$ cat src/rtl/tft_frame_streamer.sv
// Frame word generator feeding the TFT SPI serializer: window setup commands,
// RAM-write command, then WIDTH*HEIGHT RGB565 pixels over a valid/ready stream.
module tft_frame_streamer #(
  parameter int          WIDTH     = 320,
  parameter int          HEIGHT    = 240,
  parameter int          X0        = 0,
  parameter int          Y0        = 0,
  parameter logic [15:0] CMD_CASET = 16'h002A,
  parameter logic [15:0] CMD_RASET = 16'h002B,
  parameter logic [15:0] CMD_RAMWR = 16'h002C
) (
  input  logic        MasterCLK,
  input  logic        RST,
  input  logic        init_done,
  input  logic        frame_start,
  input  logic [15:0] pix_data,
  input  logic        pix_valid,
  output logic        pix_ready,
  output logic [15:0] word_data,
  output logic        word_rs,
  output logic        word_valid,
  input  logic        word_ready,
  output logic        busy,
  output logic        line_done,
  output logic        frame_done
);

  typedef enum logic [3:0] {
    ST_IDLE, ST_CASET_C, ST_CASET_A, ST_CASET_B, ST_RASET_C,
    ST_RASET_A, ST_RASET_B, ST_RAMWR_C, ST_PIXELS, ST_DONE
  } state_t;

  localparam logic [15:0] X_START  = 16'(X0);
  localparam logic [15:0] X_END    = 16'(X0 + WIDTH - 1);
  localparam logic [15:0] Y_START  = 16'(Y0);
  localparam logic [15:0] Y_END    = 16'(Y0 + HEIGHT - 1);
  localparam logic [11:0] COL_LAST = 12'(WIDTH - 1);
  localparam logic [11:0] ROW_LAST = 12'(HEIGHT - 1);

  state_t      state_q, state_d;
  logic [15:0] word_data_q, word_data_d;
  logic        word_rs_q, word_rs_d;
  logic        word_valid_q, word_valid_d;
  logic        tag_line_q, tag_line_d;
  logic        tag_frame_q, tag_frame_d;
  logic        busy_q, busy_d;
  logic        line_done_q, line_done_d;
  logic        frame_done_q, frame_done_d;
  logic [11:0] col_q, col_d;
  logic [11:0] row_q, row_d;

  logic load_ok_s;
  logic beat_s;
  logic pix_xfer_s;

  assign load_ok_s  = !word_valid_q || word_ready;
  assign beat_s     = word_valid_q && word_ready;
  assign pix_xfer_s = (state_q == ST_PIXELS) && pix_valid && load_ok_s;

  // Next-state, output-register and pixel-counter logic
  always_comb begin
    state_d      = state_q;
    word_data_d  = word_data_q;
    word_rs_d    = word_rs_q;
    word_valid_d = word_valid_q;
    tag_line_d   = tag_line_q;
    tag_frame_d  = tag_frame_q;
    busy_d       = busy_q;
    col_d        = col_q;
    row_d        = row_q;
    line_done_d  = beat_s && tag_line_q;
    frame_done_d = beat_s && tag_frame_q;

    if (beat_s) begin
      word_valid_d = 1'b0;
      tag_line_d   = 1'b0;
      tag_frame_d  = 1'b0;
    end else begin
      word_valid_d = word_valid_q;
    end

    case (state_q)
      ST_IDLE: begin
        // A start coinciding with the previous frame's done pulse is dropped
        if (frame_start && init_done && !frame_done_q) begin
          state_d = ST_CASET_C;
          busy_d  = 1'b1;
          col_d   = 12'd0;
          row_d   = 12'd0;
        end else begin
          state_d = ST_IDLE;
        end
      end
      ST_CASET_C, ST_CASET_A, ST_CASET_B,
      ST_RASET_C, ST_RASET_A, ST_RASET_B, ST_RAMWR_C: begin
        if (load_ok_s) begin
          word_valid_d = 1'b1;
          tag_line_d   = 1'b0;
          tag_frame_d  = 1'b0;
          case (state_q)
            ST_CASET_C: begin word_data_d = CMD_CASET; word_rs_d = 1'b0; state_d = ST_CASET_A; end
            ST_CASET_A: begin word_data_d = X_START;   word_rs_d = 1'b1; state_d = ST_CASET_B; end
            ST_CASET_B: begin word_data_d = X_END;     word_rs_d = 1'b1; state_d = ST_RASET_C; end
            ST_RASET_C: begin word_data_d = CMD_RASET; word_rs_d = 1'b0; state_d = ST_RASET_A; end
            ST_RASET_A: begin word_data_d = Y_START;   word_rs_d = 1'b1; state_d = ST_RASET_B; end
            ST_RASET_B: begin word_data_d = Y_END;     word_rs_d = 1'b1; state_d = ST_RAMWR_C; end
            default:    begin word_data_d = CMD_RAMWR; word_rs_d = 1'b0; state_d = ST_PIXELS;  end
          endcase
        end else begin
          state_d = state_q;
        end
      end
      ST_PIXELS: begin
        if (pix_xfer_s) begin
          word_data_d  = pix_data;
          word_rs_d    = 1'b1;
          word_valid_d = 1'b1;
          tag_line_d   = (col_q == COL_LAST);
          tag_frame_d  = (col_q == COL_LAST) && (row_q == ROW_LAST);
          if (col_q == COL_LAST) begin
            col_d = 12'd0;
            if (row_q == ROW_LAST) begin
              row_d   = 12'd0;
              state_d = ST_DONE;
            end else begin
              row_d = row_q + 12'd1;
            end
          end else begin
            col_d = col_q + 12'd1;
          end
        end else begin
          state_d = ST_PIXELS;
        end
      end
      ST_DONE: begin
        if (beat_s && tag_frame_q) begin
          state_d = ST_IDLE;
          busy_d  = 1'b0;
        end else begin
          state_d = ST_DONE;
        end
      end
      default: begin
        state_d = ST_IDLE;
        busy_d  = 1'b0;
      end
    endcase
  end

  // State and registered outputs
  always_ff @(posedge MasterCLK or negedge RST) begin
    if (!RST) begin
      state_q      <= ST_IDLE;
      word_data_q  <= 16'd0;
      word_rs_q    <= 1'b0;
      word_valid_q <= 1'b0;
      tag_line_q   <= 1'b0;
      tag_frame_q  <= 1'b0;
      busy_q       <= 1'b0;
      line_done_q  <= 1'b0;
      frame_done_q <= 1'b0;
      col_q        <= 12'd0;
      row_q        <= 12'd0;
    end else begin
      state_q      <= state_d;
      word_data_q  <= word_data_d;
      word_rs_q    <= word_rs_d;
      word_valid_q <= word_valid_d;
      tag_line_q   <= tag_line_d;
      tag_frame_q  <= tag_frame_d;
      busy_q       <= busy_d;
      line_done_q  <= line_done_d;
      frame_done_q <= frame_done_d;
      col_q        <= col_d;
      row_q        <= row_d;
    end
  end

  // Pixel acceptance follows output-register space combinationally
  assign pix_ready  = (state_q == ST_PIXELS) && load_ok_s;
  assign word_data  = word_data_q;
  assign word_rs    = word_rs_q;
  assign word_valid = word_valid_q;
  assign busy       = busy_q;
  assign line_done  = line_done_q;
  assign frame_done = frame_done_q;

endmodule

$ cat config.mk
export PLATFORM = sky130hd
export DESIGN_NAME = tft_frame_streamer
export DESIGN_NICKNAME = d
export VERILOG_FILES = /design/src/rtl/tft_frame_streamer.sv
export SDC_FILE = /design/constraint.sdc
export NUM_CORES = 1
export LEC_CHECK = 0
export BUFFER_PORTS_ARGS = -buffer_cell sky130_fd_sc_hd__buf_2
export CORE_ASPECT_RATIO = 1.5
export CORE_MARGIN = 2
export CORE_UTILIZATION = 51
export DETAILED_ROUTE_END_ITERATION = 8
export GPL_ROUTABILITY_DRIVEN = 0
export PLACE_DENSITY = 0.87
export SLEW_MARGIN = 15
export SYNTH_ARGS = -nofsm -noshare
export SYNTH_HDL_FRONTEND = slang
export SYNTH_SLANG_ARGS = --single-unit
$ cat constraint.sdc
create_clock -name MasterCLK -period 2.38 [get_ports MasterCLK]
set_clock_uncertainty 0.2 [all_clocks]
set_input_delay 0.238 -clock MasterCLK [delete_from_list [all_inputs] [get_ports MasterCLK]]
set_output_delay 0.238 -clock MasterCLK [all_outputs]
set_load 0.01 [all_outputs]
==> impl_metrics.tcl, run 1 <==
set metrics [dict create \
    arrival_ns 2.36 \
    dieArea_um2 5860 \
    grt_max_degree 52 \
    cts_root_buf "clkbuf_8" \
    cpLargestDelayFamily "simple AND/OR/NAND/NOR gates" \
    die_y_um 92.8 \
    fin_nets 400 \
    syn_avg_cell_area_um2 8.61 \
    slowest_stage "or4b_1" \
    synth-edff-count 0 \
    synthMuxAreaShare 0.0117 \
    leakagePower_uw 0.00151 \
    rsz0062_at_grt "yes" \
    cts_tree "done" \
    p_clk_frac 0.212 \
    power_switching_uw 1150 \
    synthAdderAreaFrac 0.00934 \
    drv_slew 0 \
    grt_overflow_total 0 \
    die_w_um 63.2 \
    postRouteAntennaNets 0 \
    irDropWorstVdd_mv 0.821 \
    crit_fanout 5 \
    maxCapViolations 0 \
    finalCritPeriodShare 0.972 \
    p_total_uw 2960 \
    numPortBuffers 43 \
    setup_viol 0 \
    power_frac_seq 0.383 \
    worstPathCellList "or3_4, nor4_4, buf_6, nand4_1, or4b_1, nand3_1" \
    whs_ns 0.00757 \
    synthArstFlopShare 1.00 \
    viasPerCell 5.99 \
    io_pins 44 \
    cts_htree_levels 2 \
    row_count 32 \
    synthSimpleGateAreaFrac 0.284 \
    coreArea_um2 5080 \
    hold_path_class "input port to flop" \
    grt_pass1_vias 2625 \
    synthToLayoutAreaGrowth_pct 23.8 \
    drive_above_1_share 0.233 \
    critPathRequiredTime_ns 2.42 \
    grt_pass1_wl_mm 12.1 \
    end_kind "flop" \
    pre_cts_ws_ns 0.0213 \
    intPower_uw 1810 \
    clk_path_buf_depth 2 \
    syn-cell-area_um2 2680 \
    clock_sinks 51 \
    dr.pass1.iters 5 \
    ys_warn_count 0 \
    synth_top_family_by_area "simple AND/OR/NAND/NOR gates" \
    synth_seq_cells 51 \
    cts_buffers 5 \
    synth_compound_area_frac 0.184 \
    ys_types 50 \
    hpwlAfterDp_mm 4.87 \
    worst_slew_pin_slew_ns 0.628 \
    drc_errors 0 \
    hold_viol 0 \
    grtUsageTotal 0.261 \
    num_vias 2667 \
    syn_nets 335 \
    synth-main-ff-cell "dfrtp_1" \
    start_kind "flop" \
    path_buf_inv 1 \
    cts.reportedPaths.clkPinSlew_ns 0.10 \
    drt_iter0_drc 140 \
    cp_slowest_stage_delay_ns 0.47 \
    antenna_found_initial 0 \
    synth_cells 311 \
    wl_per_cell_um 16.4 \
    initial_core_util 0.527 \
    post-route-min-period_ns 2.31 \
    wirelength_mm 7.29 \
    antenna_cells 0 \
    status "complete, no violations" \
    final_core_util 0.652 \
    seq_area_frac_synth 0.476 \
    worst_slack_ns 0.0658 \
    synth_xor_area_frac 0.00654 \
    relSlewSlack 0.581 \
    crit_type "flop to flop" \
    combPwrFrac 0.405 \
    power.density_nw_per_um2 893 \
    switching_share 0.388 \
    fmax_ghz 0.432 \
    insertion_delay_ns 0.31 \
]
==> cell usage after synthesis, types with 2 or more instances <==
library cell / number / area, um2
a22o_1: 2 / 17.5
a31oi_1: 4 / 25.0
nand4_1: 5 / 31.3
buf_2: 2 / 10.0
nand2b_1: 3 / 18.8
or4_1: 2 / 15.0
a211oi_1: 4 / 30.0
o41ai_1: 5 / 43.8
buf_1: 2 / 7.51
or3_1: 2 / 12.5
nor2_1: 20 / 75.1
nor2b_1: 3 / 18.8
or4b_1: 2 / 20.0
nand3_1: 28 / 140
mux2i_1: 2 / 20.0
clkbuf_1: 12 / 45.0
ha_1: 2 / 25.0
nand2_1: 59 / 221
a21boi_0: 2 / 15.0
and3_1: 2 / 12.5
o21ai_0: 36 / 180
inv_1: 4 / 15.0
a21oi_1: 14 / 70.1
dfrtp_1: 51 / 1280
o31ai_1: 5 / 37.5
nor3_1: 12 / 60.1
o211ai_1: 3 / 22.5
==> repair_timing <==
item	4_1_cts	5_1_grt
endpoints found under the setup margin	1	32
resized for setup	1	10
gates cloned	0	1
endpoints found under the hold margin	58	0
setup buffers	0	3
hold buffers	8	0
pin swaps	0	2
==> cell families after synthesis <==
kind of cell | after synthesis
AO/OA/AOI/OAI | 81
XOR/XNOR | 2
adder cells (fa/ha/maj) | 2
buffers and inverters | 20
flip-flops | 51
multiplexers | 3
AND/OR/NAND/NOR | 152
==> worst paths after layout <==
kind	from	slack (ns)	endpoint	cells past startpoint
max reg2reg	col_q[7]	0.07	row_q[11]	6
max	col_q[7]	0.07	row_q[11]	6
max in group asynchronous	RST	1.16	col_q[7]	3
min reg2reg	tag_line_q	0.28	tag_line_q	2
min	word_ready	0.008	line_done	2
min in group asynchronous	RST	0.38	word_data[5]	3
==> power by group through the flow <==
stage	registers (uW)	clock network [uW]	logic, uW
2_1_floorplan	1180	0	691
3_3_place_gp	1130	0	1110
3_5_place_dp	1140	0	1150
4_1_cts	1130	633	1160
5_1_grt	1150	671	1310
6_report	1130	628	1200
==> placed cells by master, fill, tap and decap left out, types with 2 or more instances in the layout <==
cell and instances:
a211oi_1 4, a21boi_0 2, a21oi_1 14, a22o_1 2, a31oi_1 4, and3_1 2
buf_2 44, buf_4 21, clkbuf_8 6, dfrtp_1 49, dfrtp_2 2, dlygate4sd3_1 8
ha_1 2, inv_1 4, mux2i_1 2, nand2_1 58, nand2b_1 3, nand3_1 28
nand4_1 5, nor2_1 20, nor2b_1 3, nor3_1 12, o211ai_1 3, o21ai_0 33
o21ai_1 3, o31ai_1 5, o41ai_1 4, or4b_1 2
==> state kept, by name, summed over array words and instances, names as in the netlist <==
name / flops
word_data: 16
col_q: 12
row_q: 12
state_q: 4
busy: 1
frame_done: 1
line_done: 1
tag_frame_q: 1
tag_line_q: 1
word_rs: 1
word_valid: 1
==> routing by layer <==
layer | global-route usage | wire, um | vias to the layer above
met5 | 0 | 0 | -
met4 | 0.127 | 193 | 0
met3 | 0.0413 | 370 | 20
met2 | 0.474 | 3990 | 113
met1 | 0.294 | 2730 | 1276
li1 | - | - | 1258
==> per-stage QoR <==
| stage | setup TNS (ns) | cells | area [um2] |
|---|---|---|---|
| 3_5_place_dp | 0 | 425 | 3060 |
| 5_1_grt | -0.0518 | 445 | 3320 |
| 3_3_place_gp | 0 | 425 | 3060 |
| 4_1_cts | 0 | 441 | 3260 |
| 6_report | 0 | 445 | 3320 |
| 2_1_floorplan | 0 | 311 | 2680 |
==> cell type report <==
type / instances / area [um2]
clock buffers: 6 / 82.6
well taps: 68 / 85.1
multi-input cells: 240 / 1350
repair buffers: 74 / 469
flip-flops and latches: 51 / 1280
clock inverters: 2 / 35.0
fillers: 406 / 1770
inverters: 4 / 15.0
No activity file was read; power rests on OpenSTA's default activity.
==> run 2: changes to the inputs <==
--- a/config.mk
+++ b/config.mk
@@ -5,10 +5,11 @@
 export SDC_FILE = /design/constraint.sdc
 export NUM_CORES = 1
 export LEC_CHECK = 0
+export ABC_AREA = 1
 export BUFFER_PORTS_ARGS = -buffer_cell sky130_fd_sc_hd__buf_2
 export CORE_ASPECT_RATIO = 1.5
 export CORE_MARGIN = 2
-export CORE_UTILIZATION = 51
+export CORE_UTILIZATION = 52
 export DETAILED_ROUTE_END_ITERATION = 8
 export GPL_ROUTABILITY_DRIVEN = 0
 export PLACE_DENSITY = 0.87
==> impl_metrics.tcl, run 2 <==
set metrics [dict create \
    status "complete, no violations" \
    grt_overflow_total 0 \
    fmax_ghz 0.464 \
    wl_per_cell_um 12.8 \
    maxCapViolations 0 \
    crit_fanout 28 \
    synth_seq_cells 51 \
    grtUsageTotal 0.246 \
    hold_viol 0 \
    combPwrFrac 0.433 \
    setup_viol 0 \
    cts_root_buf "clkbuf_8" \
    synth-edff-count 0 \
    fin_nets 534 \
    final_cell_mix "198 x nand2_1, 51 x nor2_1, 51 x dfrtp_1, 43 x buf_2, 39 x inv_1" \
    end_kind "flop" \
    io_pins 44 \
    power.density_nw_per_um2 869 \
    crit_type "flop to flop" \
    initial_core_util 0.531 \
    drive_above_1_share 0.149 \
    multi_input_area_um2 1550 \
    drc_errors 0 \
    rsz0062_at_grt "no" \
    die_w_um 66.5 \
    final_common_cell "nand2_1" \
    dr.pass1.iters 5 \
    ys_warn_count 0 \
    relSlewSlack 0.574 \
    timing.setup.tns_ns 0 \
    worst_slack_ns 0.225 \
    intPower_uw 1700 \
    regArea_um2 1280 \
    whs_ns 0.0124 \
    cts_htree_levels 2 \
    start_kind "flop" \
    row_count 34 \
    yosys-top-cells-area "dfrtp_1 42%, nand2_1 24%, nor2_1 6.4%" \
    cts.reportedPaths.clkPinSlew_ns 0.10 \
    switching_share 0.443 \
    coreArea_um2 5740 \
    ys_types 28 \
    arrival_ns 2.21 \
    grt_pass1_wl_mm 12.8 \
    clock_sinks 51 \
    critPathRequiredTime_ns 2.43 \
    worst_slew_pin_slew_ns 0.639 \
    design_area_um2 3510 \
    syn_avg_cell_area_um2 6.65 \
    viasPerCell 5.27 \
    yosysTopAreaCell "dfrtp_1" \
    numPortBuffers 43 \
    num_vias 3070 \
    synth_cells 458 \
    ys_top_cells_by_count "198 x nand2_1, 52 x nor2_1, 51 x dfrtp_1" \
    antenna_found_initial 0 \
    leakagePower_uw 0.00180 \
    drv_slew 0 \
    clk_path_buf_depth 2 \
    cts_setup_buffers 0 \
    p_clk_frac 0.202 \
    hpwlAfterDp_mm 5.40 \
    synthArstFlopShare 1.00 \
    cts_tree "done" \
    synth.most_common_cell "nand2_1" \
    die_y_um 97.8 \
    synth-main-ff-cell "dfrtp_1" \
    insertion_delay_ns 0.31 \
    synthToLayoutAreaGrowth_pct 15.3 \
    grt_max_degree 52 \
    yosysTopAreaCellShare 0.419 \
    postRouteAntennaNets 0 \
    grt_pass1_vias 3072 \
    antenna_cells 0 \
    n_fill_cell 486 \
    seq_area_frac_synth 0.419 \
    irDropWorstVdd_mv 0.360 \
    finalCritPeriodShare 0.905 \
    largest_reg_flops 16 \
    power_switching_uw 1350 \
    syn-cell-area_um2 3050 \
    post-route-min-period_ns 2.15 \
    power_frac_seq 0.366 \
    r2r_slack_ns 0.23 \
    syn_nets 482 \
    dieArea_um2 6500 \
    wirelength_mm 7.46 \
    drt_iter0_drc 199 \
    cts_buffers 5 \
    place_area_um2 3320 \
    hold_path_class "input port to flop" \
    pre_cts_ws_ns 0.238 \
]
[run 2: routing by layer]
layer | up-vias | track usage | wire length, um
met5 | - | 0 | 0
met1 | 1393 | 0.268 | 2960
met2 | 112 | 0.448 | 3960
met3 | 23 | 0.0346 | 332
met4 | 0 | 0.126 | 206
li1 | 1542 | - | -
[run 2: power groups by stage]
stage	Combinational (uW)	Clock (uW)	Sequential [uW]
after floorplan	971	0	1160
after global placement	1270	0	1120
after detailed placement	1310	0	1130
after CTS	1340	625	1110
after global routing	1490	658	1140
final	1320	616	1120
[run 2: final timing paths]
kind	depth (start not counted)	from	end
max	7	state_q[0]	word_data[5]
min	5	pix_data[0]	word_data[0]
max reg2reg	7	state_q[0]	word_data[5]
min reg2reg	2	word_data[1]	word_data[1]
max in group asynchronous	3	RST	frame_done
min in group asynchronous	3	RST	col_q[9]
[run 2: cell type report]
type,instances,share of cell area
timing repair buffer,53,0.0883
clock buffer,5,0.0196
sequential,51,0.363
inverter,46,0.0491
clock inverter,3,0.0125
multi-input combinational,353,0.442
tap,72,0.0256
[run 2: through the flow]
stage | instances | util | power [uW]
floorplan | 458 | - | 2130
global placement | 567 | 0.578 | 2390
detailed placement | 567 | 0.578 | 2440
CTS | 583 | 0.612 | 3070
global route | 583 | 0.612 | 3290
finish | 583 | 0.612 | 3060
[run 2: worst max-delay path, cell delays in order, from the launching register on]
cell,delay (ns)
dfrtp_1,0.47
nor2_2,0.29
nand2_2,0.28
nand2_2,0.21
nand3_4,0.28
inv_2,0.23
nand2_1,0.08
nand2_1,0.06
[run 2: timing repair]
action                     4_1_cts  5_1_grt
hold buffers                     8        0
gates resized for setup          0        1
setup endpoints to repair        0        3
hold endpoints to repair        58        0
[run 2: logic make-up after synthesis]
| logic type | count (synthesis) | share of synthesized area |
|---|---|---|
| compound gates | 35 | 0.0603 |
| flops | 51 | 0.419 |
| simple gates | 313 | 0.431 |
| xor+xnor | 3 | 0.00862 |
| fa+ha+maj | 2 | 0.00821 |
| buf+inv | 54 | 0.0727 |
==> run 3: changes to the inputs <==
--- a/config.mk
+++ b/config.mk
@@ -9,11 +9,11 @@
 export BUFFER_PORTS_ARGS = -buffer_cell sky130_fd_sc_hd__buf_2
 export CORE_ASPECT_RATIO = 1.5
 export CORE_MARGIN = 2
-export CORE_UTILIZATION = 52
+export CORE_UTILIZATION = 55
 export DETAILED_ROUTE_END_ITERATION = 8
 export GPL_ROUTABILITY_DRIVEN = 0
-export PLACE_DENSITY = 0.87
-export SLEW_MARGIN = 15
+export PLACE_DENSITY = 0.88
+export SLEW_MARGIN = 40
 export SYNTH_ARGS = -nofsm -noshare
 export SYNTH_HDL_FRONTEND = slang
 export SYNTH_SLANG_ARGS = --single-unit
==> constraint.sdc (replaced) <==
create_clock -name MasterCLK -period 2.6 [get_ports MasterCLK]
set_clock_uncertainty 0.2 [all_clocks]
set_input_delay 0.26 -clock MasterCLK [delete_from_list [all_inputs] [get_ports MasterCLK]]
set_output_delay 0.26 -clock MasterCLK [all_outputs]
set_load 0.01 [all_outputs]
==> impl_metrics.tcl, run 3 (synthesis results as in run 2) <==
set metrics [dict create \
    arrival_ns 2.14 \
    synthToLayoutAreaGrowth_pct 13.4 \
    largest_reg_flops 16 \
    drv_slew 0 \
    crit_fanout 8 \
    cts_tree "done" \
    worstPathCellList "ha_1, nand2_1, nor2_1, nand3_1, nand2_1, nand3_1, nand2_1, nand2_1" \
    fmax_ghz 0.468 \
    cts_buffers 5 \
    numPortBuffers 43 \
    irDropWorstVdd_mv 0.310 \
    die_y_um 95.2 \
    final_common_cell "nand2_1" \
    failed_checks "hold timing" \
    timing.setup.tns_ns 0 \
    drive_above_1_share 0.150 \
    pre_cts_ws_ns 0.484 \
    post-route-min-period_ns 2.14 \
    drc_errors 0 \
    cts_htree_levels 2 \
    antenna_found_initial 0 \
    grt_pass1_wl_mm 11.0 \
    antenna_cells 0 \
    slowest_stage "dfrtp_1" \
    leakagePower_uw 0.00178 \
    cts_resized 0 \
    worst_slack_ns 0.463 \
    clk_path_buf_depth 2 \
    hold_path_class "input port to flop" \
    num_vias 3011 \
    finalCritPeriodShare 0.822 \
    drt_iter0_drc 203 \
    coreArea_um2 5410 \
    end_kind "flop" \
    n_fill_cell 488 \
    clock_sinks 51 \
    worst_slew_pin_slew_ns 0.524 \
    maxCapViolations 0 \
    crit_type "flop to flop" \
    final_core_util 0.639 \
    cp_slowest_stage_delay_ns 0.47 \
    rsz0062_at_grt "no" \
    wl_per_cell_um 11.8 \
    hold_viol 1 \
    power.density_nw_per_um2 798 \
    cts_root_buf "clkbuf_8" \
    initial_core_util 0.563 \
    hpwlAfterDp_mm 5.10 \
    wirelength_mm 6.79 \
    relSlewSlack 0.651 \
    insertion_delay_ns 0.31 \
    postRouteAntennaNets 0 \
    p_total_uw 2760 \
    row_count 33 \
    fin_nets 529 \
    setup_viol 0 \
    dieArea_um2 6170 \
    viasPerCell 5.23 \
    start_kind "flop" \
    grtUsageTotal 0.226 \
    cp_common_cell "nand2_1" \
    final_cell_mix "198 x nand2_1, 52 x nor2_1, 51 x dfrtp_1, 43 x buf_2, 39 x inv_1" \
    grt_pass1_vias 2592 \
    cts.reportedPaths.clkPinSlew_ns 0.10 \
    dr.pass1.iters 5 \
    cts_setup_buffers 0 \
    grt_overflow_total 0 \
    whs_ns -0.000419 \
    status "finished, violations left" \
    grt_max_degree 29 \
    critPathRequiredTime_ns 2.60 \
    io_pins 44 \
    r2r_slack_ns 0.46 \
    die_w_um 64.8 \
]
run 3: cell count changes in the layout (fill, tap and decap cells not counted):
cell           delta
buf_4             +1
nor2_2            -1
nor2_1            +1
dlygate4sd3_1     -6
run 3: per-layer routing:
metal,GRT usage,vias to the layer above,share of wire
li1,-,1534,-
met1,0.260,1371,0.40
met2,0.412,93,0.52
met3,0.0319,13,0.050
met4,0.0975,0,0.020
met5,0,-,0
run 3: timing repair:
item | CTS | global route
hold buffers | 2 | 0
endpoints found under the setup margin | 0 | 0
endpoints found under the hold margin | 22 | 0
run 3: metrics by stage:
step / cell area [um2] / std cells
after global routing: 3460 / 576
final: 3460 / 576
after floorplan: 3050 / 458
after CTS: 3460 / 576
after detailed placement: 3320 / 566
after global placement: 3320 / 566
run 3: final cells by class:
class,instances,area (um2),area share
Timing Repair Buffer,48,258,0.0746
Multi-Input combinational cell,353,1550,0.448
Sequential cell,51,1280,0.369
Tap cell,70,87.6,0.0253
Clock buffer,5,68.8,0.0199
Inverter,46,173,0.0499
Clock inverter,3,43.8,0.0127
run 3: critical path, delay by kind of cell (launching register included):
family                     cells  cell delay, ns
adders and majority gates      1            0.31
DFF                            1            0.47
and+or+nand+nor                7            1.05
run 3: path summary, 6_finish.rpt:
| kind | start | end | depth (start not counted) |
|---|---|---|---|
| min in group asynchronous | RST | word_data[1] | 2 |
| worst min-delay path | pix_data[14] | word_data[14] | 3 |
| max in group asynchronous | RST | state_q[2] | 3 |
| worst min register to register | word_data[3] | word_data[3] | 2 |
| worst max-delay path | row_q[0] | state_q[2] | 8 |
| worst max register to register | row_q[0] | state_q[2] | 8 |
run 3: power breakdown:
group | internal [uW] | total, uW | switching, uW
clock | 287 | 558 | 271
sequential | 917 | 1020 | 98.2
combinational | 348 | 1190 | 840
